<file path="src/rtl/voice_mixer.sv">
// voice_mixer: snapshots per-voice phases on a sample tick, shares one sine ROM across
// the voices in turn, and emits the attenuated gated sum as one mono sample.
module voice_mixer #(
  parameter int NUM_VOICES  = 8,
  parameter int PHASE_W     = 32,
  parameter int LUT_ADDR_W  = 8,
  parameter int SAMPLE_W    = 16,
  parameter int ROM_LATENCY = 2
) (
  input  logic                        clk_in,
  input  logic                        rst_n_in,
  input  logic                        sample_tick_in,
  input  logic [PHASE_W-1:0]          phase_value_in [0:NUM_VOICES-1],
  input  logic [NUM_VOICES-1:0]       gate_in,
  output logic [LUT_ADDR_W-1:0]       rom_addr_out,
  input  logic [SAMPLE_W-1:0]         rom_data_in,
  output logic [SAMPLE_W-1:0]         sample_out,
  output logic                        sample_valid_out,
  output logic [$clog2(NUM_VOICES):0] active_count_out,
  output logic                        busy_out,
  output logic                        overrun_out
);

  localparam int VIDX_W = $clog2(NUM_VOICES);
  localparam int ACC_W  = SAMPLE_W + VIDX_W;
  localparam int CNT_W  = VIDX_W + 1;

  typedef enum logic [1:0] {IDLE, ISSUE, DRAIN, OUTPUT} state_t;

  state_t                    state;
  logic [VIDX_W-1:0]         v_idx;
  logic [VIDX_W-1:0]         v_nxt;
  logic                      v_last;
  logic [PHASE_W-1:0]        snap_phase [0:NUM_VOICES-1];
  logic [NUM_VOICES-1:0]     snap_gate;
  logic                      vld_p  [0:ROM_LATENCY];
  logic                      gate_p [0:ROM_LATENCY];
  logic                      last_p [0:ROM_LATENCY];
  logic signed [ACC_W-1:0]   acc;

  assign v_nxt  = v_idx + VIDX_W'(1);
  assign v_last = (v_idx == VIDX_W'(NUM_VOICES - 1));

  function automatic logic signed [ACC_W-1:0] sext(input logic [SAMPLE_W-1:0] d);
    return {{VIDX_W{d[SAMPLE_W-1]}}, d};
  endfunction

  // Divide by the voice count; arithmetic shift rounds toward -inf and cannot overflow.
  function automatic logic signed [SAMPLE_W-1:0] attenuate(input logic signed [ACC_W-1:0] a);
    logic signed [ACC_W-1:0] s;
    s = a >>> VIDX_W;
    return s[SAMPLE_W-1:0];
  endfunction

  function automatic logic [CNT_W-1:0] popcount(input logic [NUM_VOICES-1:0] g);
    logic [CNT_W-1:0] n;
    n = '0;
    for (int i = 0; i < NUM_VOICES; i++) n = n + CNT_W'(g[i]);
    return n;
  endfunction

  // Snapshot stage: voice inputs are frozen for the whole sample
  always_ff @(posedge clk_in) begin
    if (state == IDLE && sample_tick_in) begin
      snap_phase <= phase_value_in;
      snap_gate  <= gate_in;
    end
  end

  always_ff @(posedge clk_in) begin
    if (!rst_n_in) begin
      state            <= IDLE;
      busy_out         <= 1'b0;
      overrun_out      <= 1'b0;
      v_idx            <= '0;
      acc              <= '0;
      rom_addr_out     <= '0;
      sample_out       <= '0;
      sample_valid_out <= 1'b0;
      active_count_out <= '0;
      for (int i = 0; i <= ROM_LATENCY; i++) begin
        vld_p[i]  <= 1'b0;
        gate_p[i] <= 1'b0;
        last_p[i] <= 1'b0;
      end
    end else begin
      sample_valid_out <= 1'b0;
      vld_p[0]         <= 1'b0;
      gate_p[0]        <= 1'b0;
      last_p[0]        <= 1'b0;

      // ROM return stage: gate/last travel with the address for ROM_LATENCY cycles
      for (int i = 1; i <= ROM_LATENCY; i++) begin
        vld_p[i]  <= vld_p[i-1];
        gate_p[i] <= gate_p[i-1];
        last_p[i] <= last_p[i-1];
      end
      if (vld_p[ROM_LATENCY] && gate_p[ROM_LATENCY]) acc <= acc + sext(rom_data_in);

      if (sample_tick_in && state != IDLE) overrun_out <= 1'b1;

      case (state)
        IDLE: begin
          if (sample_tick_in) begin
            v_idx        <= '0;
            acc          <= '0;
            rom_addr_out <= phase_value_in[0][PHASE_W-1 -: LUT_ADDR_W];
            vld_p[0]     <= 1'b1;
            gate_p[0]    <= gate_in[0];
            state        <= ISSUE;
            busy_out     <= 1'b1;
          end
        end
        // Issue stage: one ROM address per cycle, voice 0 was presented on entry
        ISSUE: begin
          if (!v_last) begin
            v_idx        <= v_nxt;
            rom_addr_out <= snap_phase[v_nxt][PHASE_W-1 -: LUT_ADDR_W];
            vld_p[0]     <= 1'b1;
            gate_p[0]    <= snap_gate[v_nxt];
            last_p[0]    <= (v_nxt == VIDX_W'(NUM_VOICES - 1));
          end else begin
            state <= DRAIN;
          end
        end
        DRAIN: begin
          if (vld_p[ROM_LATENCY] && last_p[ROM_LATENCY]) state <= OUTPUT;
        end
        // Output stage: results held until the next sample
        OUTPUT: begin
          sample_out       <= attenuate(acc);
          active_count_out <= popcount(snap_gate);
          sample_valid_out <= 1'b1;
          busy_out         <= 1'b0;
          state            <= IDLE;
        end
        default: state <= IDLE;
      endcase
    end
  end

endmodule

</file>
<file path="config.mk">
export PLATFORM = sky130hd
export DESIGN_NAME = voice_mixer
export DESIGN_NICKNAME = d
export VERILOG_FILES = /design/src/rtl/voice_mixer.sv
export SDC_FILE = /design/constraint.sdc
export NUM_CORES = 1
export LEC_CHECK = 0
export ABC_CLOCK_PERIOD_IN_PS = 4000
export CORE_MARGIN = 2
export CORE_UTILIZATION = 40
export CTS_CLUSTER_SIZE = 25
export DETAILED_ROUTE_END_ITERATION = 10
export DONT_BUFFER_PORTS = 1
export SKIP_LAST_GASP = 1
export SLEW_MARGIN = 20
export SYNTH_ARGS = -nofsm -noshare
export SYNTH_HDL_FRONTEND = slang
export SYNTH_SLANG_ARGS = --single-unit
</file>
<file path="constraint.sdc">
create_clock -name clk_in -period 4 [get_ports clk_in]
set_input_delay 0.6 -clock clk_in [delete_from_list [all_inputs] [get_ports clk_in]]
set_output_delay 0.6 -clock clk_in [all_outputs]
set_load 0.01 [all_outputs]
</file>
-- Yosys cells after proc, flatten, opt, wreduce, memory -nomap -nowiden
Memories as Yosys holds them, arrays and structs flattened.
Index checks and enable logic that the tools add are counted.
- flip-flop bits (word level): 319
- memory bits (writable): 9
- word-level logic and storage cells: 112
- memories kept: 3
- memory list (memory ; depth ; width ; rd ports ; clocked after Yosys merged registers in ; write ports ; line ; RTL):
    gate_p ; 3 ; 1 ; 3 ; 0 ; 3 ; 37 ; logic gate_p [0:ROM_LATENCY];
    last_p ; 3 ; 1 ; 3 ; 0 ; 3 ; 38 ; logic last_p [0:ROM_LATENCY];
    vld_p ; 3 ; 1 ; 3 ; 0 ; 3 ; 36 ; logic vld_p [0:ROM_LATENCY];
- add/sub/neg operators: 9
- order comparisons: 2
- equal/unequal tests: 9
- multiplexer cells: 45
- bitwise gates (word level): 15
- reduce and logical (&&, ||, !) cells: 11
- operators with widths (kind ; count):
    binary-select mux 32 bit (select 3 bit) ; 1
    2-to-1 mux 32 bit ; 2
    2-to-1 mux 19 bit ; 3
    2-to-1 mux 1 bit ; 27
    adder 19 x 16 -> 19 bit ; 1
    adder 4 x 1 -> 4 bit ; 4
    2-to-1 mux 8 bit ; 2
    one-hot mux 8 bit (2 select lines) ; 1
    OR 1 bit ; 14
    != test 2 bit (second input constant) ; 4
    one-hot mux 2 bit (4 select lines) ; 1
    == test 3 bit (second input constant) ; 2
    2-to-1 mux 2 bit ; 3
    2-to-1 mux 3 bit ; 2
    one-hot mux 3 bit (2 select lines) ; 1
    AND reduction 3 bit ; 2
    nonzero test 2 bit ; 3
    adder 3 x 1 -> 4 bit ; 1
    == test 2 bit (second input constant) ; 2
    greater-or-equal comparator 4 bit (second input constant) ; 1
    logical AND 1 bit ; 4
    < comparator 3 x 4 -> 1 bit (second input constant) ; 1
    inverter 3 -> 4 bit ; 1
    adder 2 x 1 -> 3 bit ; 1
    other kinds (7) ; 7

-- Depth between registers and ports, before layout
- word-level depth: 7
- gate-level depth with buffers: 11
- gate-level depth less buffers: 11

-- Least setup slack after synthesis
OpenSTA, ideal clock, no wires.
- path type: reg2reg
- start: reg snap_gate[0]
- end: reg active_count_out[2]
- arrival: 2759 ps
- slack: 1125 ps
- cell stages (with the launch flop): 12
- path buffers: 0
- clock period less this slack: 2875 ps
- cells stage by stage: edfxtp_1 fa_1 inv_1 fa_1 fa_1 inv_1 ha_1 inv_1 fa_1 xnor2_1 mux2i_1 nor2b_1
- longest elaborated chain between the ends: 7
- RTL lines (element ; line ; RTL):
    start: declaration ; 35 ; logic [NUM_VOICES-1:0] snap_gate;
    start signal: assignment ; 66 ; snap_gate <= gate_in;
    adder 1 x 1 -> 2 bit ; 58 ; for (int i = 0; i < NUM_VOICES; i++) n = n + CNT_W'(g[i]);
    adder 2 x 1 -> 3 bit ; 58 ;
    adder 3 x 1 -> 4 bit ; 58 ;
    adder 4 x 1 -> 4 bit (4 in a row) ; 58 ;
    end signal: assignment ; 132 ; active_count_out <= popcount(snap_gate);
    end: declaration ; 19 ; output logic [$clog2(NUM_VOICES):0] active_count_out,
No other way between the ends.
A chain may end at the register's enable or synchronous reset.

-- Final worst setup path
Ends and elaborated chain as after synthesis.

==> impl_metrics.yaml <==
status:
  status: "completed"
timing:
  hold_ws_ps: 276.3
  slew_headroom: 0.3721
  tightestPinTransition_ps: 941.9
  rsz0062_at_grt: "false"
  hold_viol: 0
  setup_ws_ps: 964.5
  clock_skew_ps: 8.984
  setup_viol: 0
  finalSetupTns_ps: 0
  fin_crit_sh: 0.7589
  slew_violations: 0
  fin_crit_ps: 3035
  fmax_mhz: 329.4
cts:
  cts_buffers: 17
  post_cts_resized: 0
  hold_buffers: 0
  clk_latency_ps: 410
  cts-root-buf: "clkbuf_16"
  cts_tree: "done"
  cts_sinks: 136
  htreeDepth: 4
  clk_pin_slew_worst_paths_ps: 60
  post-cts-setup-buffers: 0
  clockBufferDepth: 2
routing:
  vias: 3845
  drt_iter0_drc: 196
  route.detailed.drc: 0
  wire_per_inst_microns: 17.00
  vias_per_cell: 5.203
  first_pass_iters: 6
  ant_nets: 0
  detail_route.wirelength_microns: 12560
place:
  place_ws_ps: 990.7
  gp_congestion: 0.8198
  dp.cells: 707
  dpl.hpwl_microns: 8561
  placed_area_sq_mm: 0.006475
  io_buffers: 0
pwr:
  power_mw: 4.376
  p_switching_mw: 1.284
  ir_drop_v: 0.0003289
  combPwrFrac: 0.211
  switching_share: 0.2935
  p_int_mw: 3.092
  p_leak_nw: 2.508
  p_seq_frac: 0.432
  clkPwrFrac: 0.357
  p_per_area_mw_per_mm2: 619.2
die:
  die_w_microns: 129.5
  io_pins: 314
  start_util: 0.4111
  die_area_sq_mm: 0.01676
  core_sq_mm: 0.01531
  std_cell_rows: 45
  die_h_microns: 129.5
global_routing:
  grt_max_degree: 55
  grtUsageTotal: 0.1596
  grt_pass1_vias: 3883
  grt_pass1_wl_microns: 20210
  overflow: 0
  antenna_found_initial: 0
critical_path:
  startpoint: "snap_gate[0]"
  crit_path_start_kind: "register"
  reg2reg_to: "active_count_out[2]"
  cp-end-kind: "register"
  worstSetupPathType: "register to register"
  required_ps: 4350
  crit_fanout: 2
  ff2ff_setup_slack_ps: 960
  reg2reg_depth: 11
  worstPathArrival_ps: 3390
  reg2reg_from: "snap_gate[0]"
final_layout:
  area_delta_synth_final_pct: 12.26
  nets: 831
  final_util: 0.4615
  fillers: 1423
  design_area_sq_mm: 0.007068
  antennaDiodeCount: 0
  instances_no_fill: 739
  multi_input_area_sq_mm: 0.002666
  final_layout_size_suffix_gt1_frac: 0.1250
  seq_area_sq_mm: 0.003443
logic_synthesis:
  synthArstFlopShare: 0
  synth-edff-count: 72
  syn_nets: 830
  ys_ff_latch: 136
  netlist_area_sq_mm: 0.006296
  yosysWarnings: 0
  synthFlopType: "edfxtp_1"
  yosysUniqueCellTypes: 57
  synth.avg_cell_area_sq_um: 12.25
  ys_seq_area_frac: 0.5469
  synth_cells: 514
flow_run:
  drv_cap: 0
worst_hold_path:
  hold_path.class: "input port to register"
  whs_path_depth: 0
  hold_start: "phase_value_in[158]"
  holdPathEnd: "snap_phase[158]"
[sequential cells by signal, summed over array words and instances, names as in the netlist, 2 cells and up]
signal	flops
rom_addr_out	8
gate_p	3
acc	19
snap_gate	8
snap_phase	64
v_idx	3
sample_out	16
state	2
vld_p	3
last_p	3
active_count_out	4
[per-layer routing]
| metal | share of wire | track usage |
|---|---|---|
| met5 | 0 | 0 |
| met4 | 0.014 | 0.06199 |
| met3 | 0.10 | 0.07762 |
| met2 | 0.47 | 0.2520 |
| met1 | 0.42 | 0.1886 |
[worst max-delay path, cell delays in order (launching register included)]
cell and delay [ps]:
edfxtp_1 420, fa_1 540, inv_1 50, fa_1 490, fa_1 400, inv_1 60
ha_1 150, inv_1 60, fa_1 370, xnor2_1 220, mux2i_1 100, nor2b_1 110
[worst max path at each step]
stage	endpoint	slack, ps	cells after the start
final	active_count_out[2]	960	11
after global routing	active_count_out[2]	840	11
after CTS	active_count_out[2]	980	11
after detailed placement	active_count_out[2]	990	11
after global placement	active_count_out[2]	1060	11
after floorplan	active_count_out[2]	1120	11
[cell usage in the layout (no fill, tap or decap), drive strengths merged, types with 2 or more instances in the layout]
| cell type | synthesis | final |
|---|---|---|
| and4 | 2 | 2 |
| a21oi | 37 | 37 |
| a221oi | 2 | 2 |
| edfxtp | 72 | 72 |
| mux4 | 18 | 18 |
| o31a | 2 | 2 |
| nor3 | 7 | 7 |
| nand3 | 19 | 19 |
| and2 | 14 | 14 |
| o211ai | 2 | 2 |
| nor2 | 19 | 19 |
| fa | 5 | 5 |
| mux2i | 29 | 29 |
| a21o | 6 | 6 |
| dfxtp | 64 | 64 |
| clkinv | 0 | 5 |
| nor3b | 4 | 4 |
| a31oi | 3 | 3 |
| clkinvlp | 0 | 2 |
| nor2b | 32 | 32 |
| inv | 17 | 22 |
| or3 | 2 | 2 |
| xor2 | 3 | 3 |
| clkbuf | 14 | 18 |
| o21a | 2 | 2 |
| and3 | 5 | 5 |
| o211a | 2 | 2 |
| ha | 28 | 28 |
| a211oi | 9 | 9 |
| buf | 8 | 5 |
| a21boi | 3 | 3 |
| xnor2 | 8 | 8 |
| nand2b | 2 | 2 |
| nand2 | 42 | 42 |
| o21ai | 17 | 17 |
| bufinv | 0 | 2 |
[final cells by class]
| class | instances | area share |
|---|---|---|
| Multi-Input combinational cell | 338 | 0.3772 |
| Clock buffer | 18 | 0.06072 |
| Timing Repair Buffer | 5 | 0.005311 |
| Sequential cell | 136 | 0.4872 |
| Inverter | 17 | 0.009205 |
| Tap cell | 211 | 0.03735 |
| Clock inverter | 14 | 0.02301 |
[cells in the mapped netlist, types with 2 or more instances]
library cell   n  area [sq um]
a31oi_1        3         18.77
mux2i_1       29         290.3
nor3b_1        4         30.03
clkbuf_1      14         52.55
o211ai_1       2         15.01
edfxtp_1      72          2162
a21o_1         5         37.54
nand3_1       19         95.09
o211a_1        2         20.02
nand2b_1       2         12.51
mux4_2        18         405.4
nor2b_1       32         200.2
and2_1        14         87.58
dfxtp_1       64          1281
a211oi_1       9         67.56
a21oi_1       36         180.2
buf_1          4         15.01
nor2_1        19         71.32
xnor2_1        8         70.07
a21boi_0       3         22.52
fa_1           5         100.1
xor2_1         3         26.28
o31a_1         2         17.52
o21a_1         2         15.01
nand2_1       42         157.7
inv_1         17         63.81
buf_2          3         15.01
nor3_1         6         30.03
ha_1          28         350.3
or3_1          2         12.51
and3_1         5         31.28
o21ai_0       15         75.07
[cells by family after synthesis]
family	share of synthesized area
mux	0.1105
xor+xnor	0.01530
buf+inv	0.02961
compound gates	0.09797
fa+ha+maj	0.07154
flops	0.5469
simple gates	0.1282
[power by group through the flow]
| stage | clock (mW) | combinational (mW) | sequential [mW] |
|---|---|---|---|
| 2_1_floorplan | 0 | 0.746 | 1.88 |
| 3_3_place_gp | 0 | 0.910 | 1.91 |
| 3_5_place_dp | 0 | 0.940 | 1.92 |
| 4_1_cts | 1.60 | 0.941 | 1.89 |
| 5_1_grt | 1.66 | 1.05 | 1.92 |
| 6_report | 1.56 | 0.925 | 1.89 |
Note: power is estimated with default switching activity, not from simulation.
